[config.mk]
export PLATFORM = sky130hd
export DESIGN_NAME = ext_value_seq
export DESIGN_NICKNAME = d
export VERILOG_FILES = /design/src/rtl/ext_value_seq.sv
export SDC_FILE = /design/constraint.sdc
export NUM_CORES = 1
export LEC_CHECK = 0
export ABC_AREA = 1
export BUFFER_PORTS_ARGS = -buffer_cell sky130_fd_sc_hd__buf_2
export CORE_MARGIN = 2
export CORE_UTILIZATION = 45
export DETAILED_ROUTE_END_ITERATION = 10
export PLACE_DENSITY_LB_ADDON = 0.1
export RECOVER_POWER = 25
export SLEW_MARGIN = 40
export SYNTH_ARGS = -nofsm -noshare
export SYNTH_HDL_FRONTEND = slang
export SYNTH_SLANG_ARGS = --single-unit
[constraint.sdc]
create_clock -name clk -period 1.73 [get_ports clk]
set_input_delay 0.0865 -clock clk [delete_from_list [all_inputs] [get_ports clk]]
set_output_delay 0.0865 -clock clk [all_outputs]
set_load 0.005 [all_outputs]
[src/rtl/ext_value_seq.sv]
// Registered value formatter: zero/sign extension, constant-table lookup and table bursts
// with valid/ready on both sides. Define EXT_SAT_EN to saturate rather than truncate on narrowing.
module ext_value_seq #(
    parameter int IN_W  = 4,
    parameter int OUT_W = 29,
    parameter int LEN_W = 4
) (
    input  logic             clk,
    input  logic             rst_n,
    input  logic             in_valid,
    output logic             in_ready,
    input  logic [1:0]       in_mode,
    input  logic [IN_W-1:0]  in_a,
    input  logic [LEN_W-1:0] in_len,
    output logic             out_valid,
    input  logic             out_ready,
    output logic [OUT_W-1:0] out_y,
    output logic             out_last
);

    typedef enum logic {IDLE, BURST} state_t;

    state_t             state, state_nxt;
    logic [3:0]         idx_next, idx_next_nxt;
    logic [LEN_W-1:0]   remaining, remaining_nxt;
    logic               out_valid_nxt, out_last_nxt;
    logic [OUT_W-1:0]   out_y_nxt;
    logic [OUT_W-1:0]   cmd_word, burst_word;
    logic               accept;

    function automatic logic [28:0] table_word(input logic [3:0] idx);
        logic [28:0] w;
        unique case (idx)
            4'd0:  w = 29'h0;
            4'd1:  w = 29'hB;
            4'd2:  w = 29'hDE;
            4'd3:  w = 29'hD80;
            4'd4:  w = 29'h92;
            4'd5:  w = 29'h123ABC;
            4'd6:  w = 29'h53977;
            4'd7:  w = 29'h34BF15;
            4'd8:  w = 29'h92;
            4'd9:  w = 29'h3ABC;
            4'd10: w = 29'h3977;
            4'd11: w = 29'hBF15;
            4'd12: w = 29'h0F626172;
            4'd13: w = 29'h0F626172;
            4'd14: w = 29'h1;
            default: w = 29'hF;
        endcase
        return w;
    endfunction

`ifdef EXT_SAT_EN
    localparam logic [64:0]        UMAX = (65'd1 << OUT_W) - 65'd1;
    localparam logic signed [64:0] SMAX = (65'sd1 <<< (OUT_W - 1)) - 65'sd1;
    localparam logic signed [64:0] SMIN = -(65'sd1 <<< (OUT_W - 1));

    function automatic logic [OUT_W-1:0] fmt_unsigned(input logic [63:0] v);
        if ({1'b0, v} > UMAX) return UMAX[OUT_W-1:0];
        return v[OUT_W-1:0];
    endfunction

    function automatic logic [OUT_W-1:0] fmt_signed(input logic [63:0] v);
        logic signed [64:0] w;
        w = $signed({v[63], v});
        if (w > SMAX) return SMAX[OUT_W-1:0];
        if (w < SMIN) return SMIN[OUT_W-1:0];
        return v[OUT_W-1:0];
    endfunction
`else
    // Both extensions reduce to keeping the low bits of a 64-bit extended value.
    function automatic logic [OUT_W-1:0] fmt_unsigned(input logic [63:0] v);
        return v[OUT_W-1:0];
    endfunction

    function automatic logic [OUT_W-1:0] fmt_signed(input logic [63:0] v);
        return v[OUT_W-1:0];
    endfunction
`endif

    assign in_ready = rst_n && (state == IDLE) && (!out_valid || out_ready);
    assign accept   = in_valid && in_ready;

    always_comb begin
        cmd_word = '0;
        unique case (in_mode)
            2'd0:    cmd_word = fmt_unsigned(64'(in_a));
            2'd1:    cmd_word = fmt_signed({{(64 - IN_W){in_a[IN_W-1]}}, in_a});
            default: cmd_word = fmt_unsigned(64'(table_word(in_a[3:0])));
        endcase
        burst_word = fmt_unsigned(64'(table_word(idx_next)));
    end

    always_comb begin
        state_nxt     = state;
        idx_next_nxt  = idx_next;
        remaining_nxt = remaining;
        out_valid_nxt = out_valid;
        out_y_nxt     = out_y;
        out_last_nxt  = out_last;
        unique case (state)
            IDLE: begin
                if (accept) begin
                    out_valid_nxt = 1'b1;
                    out_y_nxt     = cmd_word;
                    out_last_nxt  = 1'b1;
                    // A one-word burst is just a lookup; only longer ones need the sequencer.
                    if (in_mode == 2'd3 && in_len != '0) begin
                        out_last_nxt  = 1'b0;
                        remaining_nxt = in_len;
                        idx_next_nxt  = in_a[3:0] + 4'd1;
                        state_nxt     = BURST;
                    end
                end else if (out_ready) begin
                    out_valid_nxt = 1'b0;
                end
            end
            BURST: begin
                if (out_ready) begin
                    out_y_nxt     = burst_word;
                    idx_next_nxt  = idx_next + 4'd1;
                    remaining_nxt = remaining - LEN_W'(1);
                    if (remaining == LEN_W'(1)) begin
                        out_last_nxt = 1'b1;
                        state_nxt    = IDLE;
                    end
                end
            end
            default: state_nxt = IDLE;
        endcase
    end

    always_ff @(posedge clk or negedge rst_n) begin
        if (!rst_n) begin
            state     <= IDLE;
            idx_next  <= '0;
            remaining <= '0;
            out_valid <= 1'b0;
            out_y     <= '0;
            out_last  <= 1'b0;
        end else begin
            state     <= state_nxt;
            idx_next  <= idx_next_nxt;
            remaining <= remaining_nxt;
            out_valid <= out_valid_nxt;
            out_y     <= out_y_nxt;
            out_last  <= out_last_nxt;
        end
    end

endmodule

==> results_dict.tcl <==
set metrics [dict create \
    grt_overflow 0 \
    ys_warn_count 0 \
    power.density_nw_per_um2 1616 \
    synth_area_leaders "dfrtp_1 (32%), nand2_1 (17%), nand3_1 (10%), ha_1 (9.3%), nor2_1 (5.6%)" \
    fmax_ghz 0.6393 \
    die_w_um 79.30 \
    fp.dieH_um 79.30 \
    hp-class "in2reg" \
    crit_family "flip-flops" \
    ant_nets 0 \
    core-area_sq_um 5507 \
    grt_pass1_vias 2447 \
    layout-drive-gt1-share 0.1847 \
    drtIter0Drc 143 \
    critPathMaxStageDelay_ns 0.45 \
    ir_worst_vdd_uv 792.8 \
    layout.nets 449 \
    vias_per_cell 5.303 \
    cts_tree "built" \
    ys_types 31 \
    netlist_top_cells_count "nand2_1 (114), nand3_1 (51), nor2_1 (38), dfrtp_1 (33), inv_1 (23)" \
    h-tree-depth 2 \
    initial_core_util 0.4633 \
    syn_to_final_growth_pct 15.74 \
    slew_headroom 0.5769 \
    synth_xor_area_frac 0.006866 \
    crit_path_cell_trace "inv_1, ha_1, nand2_1, nand2_1, o21ai_0, nand2_1, nor2_1, nor2_1" \
    critPathBufInv 1 \
    synth_area_leader_cell "dfrtp_1" \
    yosys.area_share.simple 0.3561 \
    postSynthCellCount 372 \
    power_w 0.004773 \
    clk_latency_ns 0.28 \
    critPathSlowestCell "dfrtp_1" \
    io_buffers 45 \
    multi_input_area_sq_um 1450 \
    finalSetupViolCount 0 \
    setup_ws_ns 0.1657 \
    crit_arrival_ns 1.74 \
    cts_root_buf "clkbuf_8" \
    postSynthAreaPerCell_sq_um 6.858 \
    async_reset_ff_frac 1.000 \
    rsz0062_at_grt "no" \
    post-cts-setup-buffers 0 \
    io_pins 46 \
    grtUsageTotal 0.2281 \
    grt_pass1_wl_um 11480 \
    drtPass1Iterations 5 \
    grt_max_degree 29 \
    hold_viol_final 0 \
    drc 0 \
    fin_skew_ns 0.008214 \
    status "finished, final reports clean" \
    rows 27 \
    leakage_nw 1.586 \
    min_period_ns 1.564 \
    cts_buffers 5 \
    synth_top_area_frac 0.3237 \
    fin_crit_sh 0.9042 \
    synth-seq-cells 33 \
    cts.clk_slew.worst_paths_ns 0.07 \
    cts_buffer_depth 2 \
    synth_top_family_by_area "simple AND/OR/NAND/NOR gates" \
    fillCellCount 584 \
    yosysMostFrequentCell "nand2_1" \
    worstSetupStartpointType "flip-flop" \
    critPathMaxFanout 6 \
    gp_congestion 0.9384 \
    worstSetupPathType "reg2reg" \
    fin_tns_setup_ns 0 \
    regArea_sq_um 825.8 \
    yosysSeqAreaShare 0.3237 \
    clock-sinks 33 \
    synthAdderAreaFrac 0.09318 \
    end_kind "flip-flop" \
    maxSlewViolCount 0 \
    postRouteWirelength_um 6642 \
    antenna_found_initial 0 \
    synth.cell_area_sq_um 2551 \
    worst_ep_required_time_ns 1.90 \
    routedWlPerCell_um 13.58 \
    synth_edf_count 0 \
    n_antenna_cell 0 \
    synth_ff_type "dfrtp_1" \
    vias 2593 \
    worstMarginPinSlew_ns 0.6346 \
    path_common_cell "nand2_1" \
    dp_hpwl_um 5241 \
    place_ws_ns 0.1889 \
    die-area_sq_um 6288 \
    synth_nets 405 \
    synth_compound_area_frac 0.1123 \
    max_cap_viol_count 0 \
    synth_mux_area_frac 0 \
]
==> worst min-delay path, delay by kind of cell <==
family | cells | cell delay, ns
and+or+nand+nor | 2 | 0.16
buffers and inverters | 1 | 0.11
==> layout make-up <==
cell class	instances	area share
sequential	33	0.2797
clock buffer	7	0.02924
inverter	30	0.03814
timing repair buffer	59	0.1212
multi-input combinational	287	0.4911
tap	72	0.03051
clock inverter	1	0.01017
==> routing by layer <==
layer | GRT usage | wire length, um
met1 | 0.2989 | 3012
met3 | 0.03750 | 357
met5 | 0 | 0
met2 | 0.3831 | 3068
met4 | 0.07414 | 203
==> sequential cells by signal, indices dropped and copies added (netlist names) <==
signal and count:
out_y 22, out_valid 1, out_last 1, idx_next 4, remaining 4, state 1
==> layout by cell type, fill, tap and decap left out, drive strengths merged <==
cell           n
a21oi         12
a22oi          1
a31oi          2
buf           56
bufinv         1
clkbuf         9
clkinv         3
dfrtp         33
dlygate4sd3    1
ha            19
inv           27
nand2        116
nand3         52
nand4          4
nor2          39
nor3           2
o211ai         4
o21a           2
o21ai         27
o21bai         1
o221ai         1
or2            3
xor2           2
==> stage by stage <==
stage,hold WS [ns],util,area [sq um],instances
floorplan,-0.2091,-,2551,372
global placement,-0.02935,0.5133,2826,480
detailed placement,-0.02752,0.5133,2826,480
CTS,0.1156,0.5362,2953,489
global route,0.1589,0.5362,2953,489
finish,0.1232,0.5362,2953,489
==> kinds of logic (layout without fill, tap and decap cells) <==
| family | Yosys count | in the layout |
|---|---|---|
| xor+xnor | 2 | 2 |
| simple gates | 216 | 216 |
| compound gates | 50 | 50 |
| fa+ha+maj | 19 | 19 |
| flops | 33 | 33 |
| buf+inv | 52 | 97 |
==> timing repair <==
item | 4_1_cts | 5_1_grt
endpoints found under the hold margin | 7 | 0
endpoints found under the setup margin | 0 | 2
hold buffers | 1 | 0
resized for setup | 0 | 1
==> report_power, final <==
| group | total [W] | internal, W | switching (W) |
|---|---|---|---|
| clock network | 0.000737 | 0.000469 | 0.000268 |
| logic | 0.00265 | 0.00107 | 0.00159 |
| registers | 0.00138 | 0.00114 | 0.000244 |
| total | 0.00477 | 0.00267 | 0.00210 |
==> path summary, 6_finish.rpt <==
check	slack, ns	startpoint	cells past startpoint	to
setup / recovery	0.17	idx_next[0]	8	out_y[5]
hold / removal	0.12	in_valid	3	state
setup reg to reg	0.17	idx_next[0]	8	out_y[5]
hold reg to reg	0.48	out_y[20]	2	out_y[20]
max in group asynchronous	0.69	rst_n	3	out_y[5]
min in group asynchronous	0.21	rst_n	2	state
No activity file was read; power rests on OpenSTA's default activity.
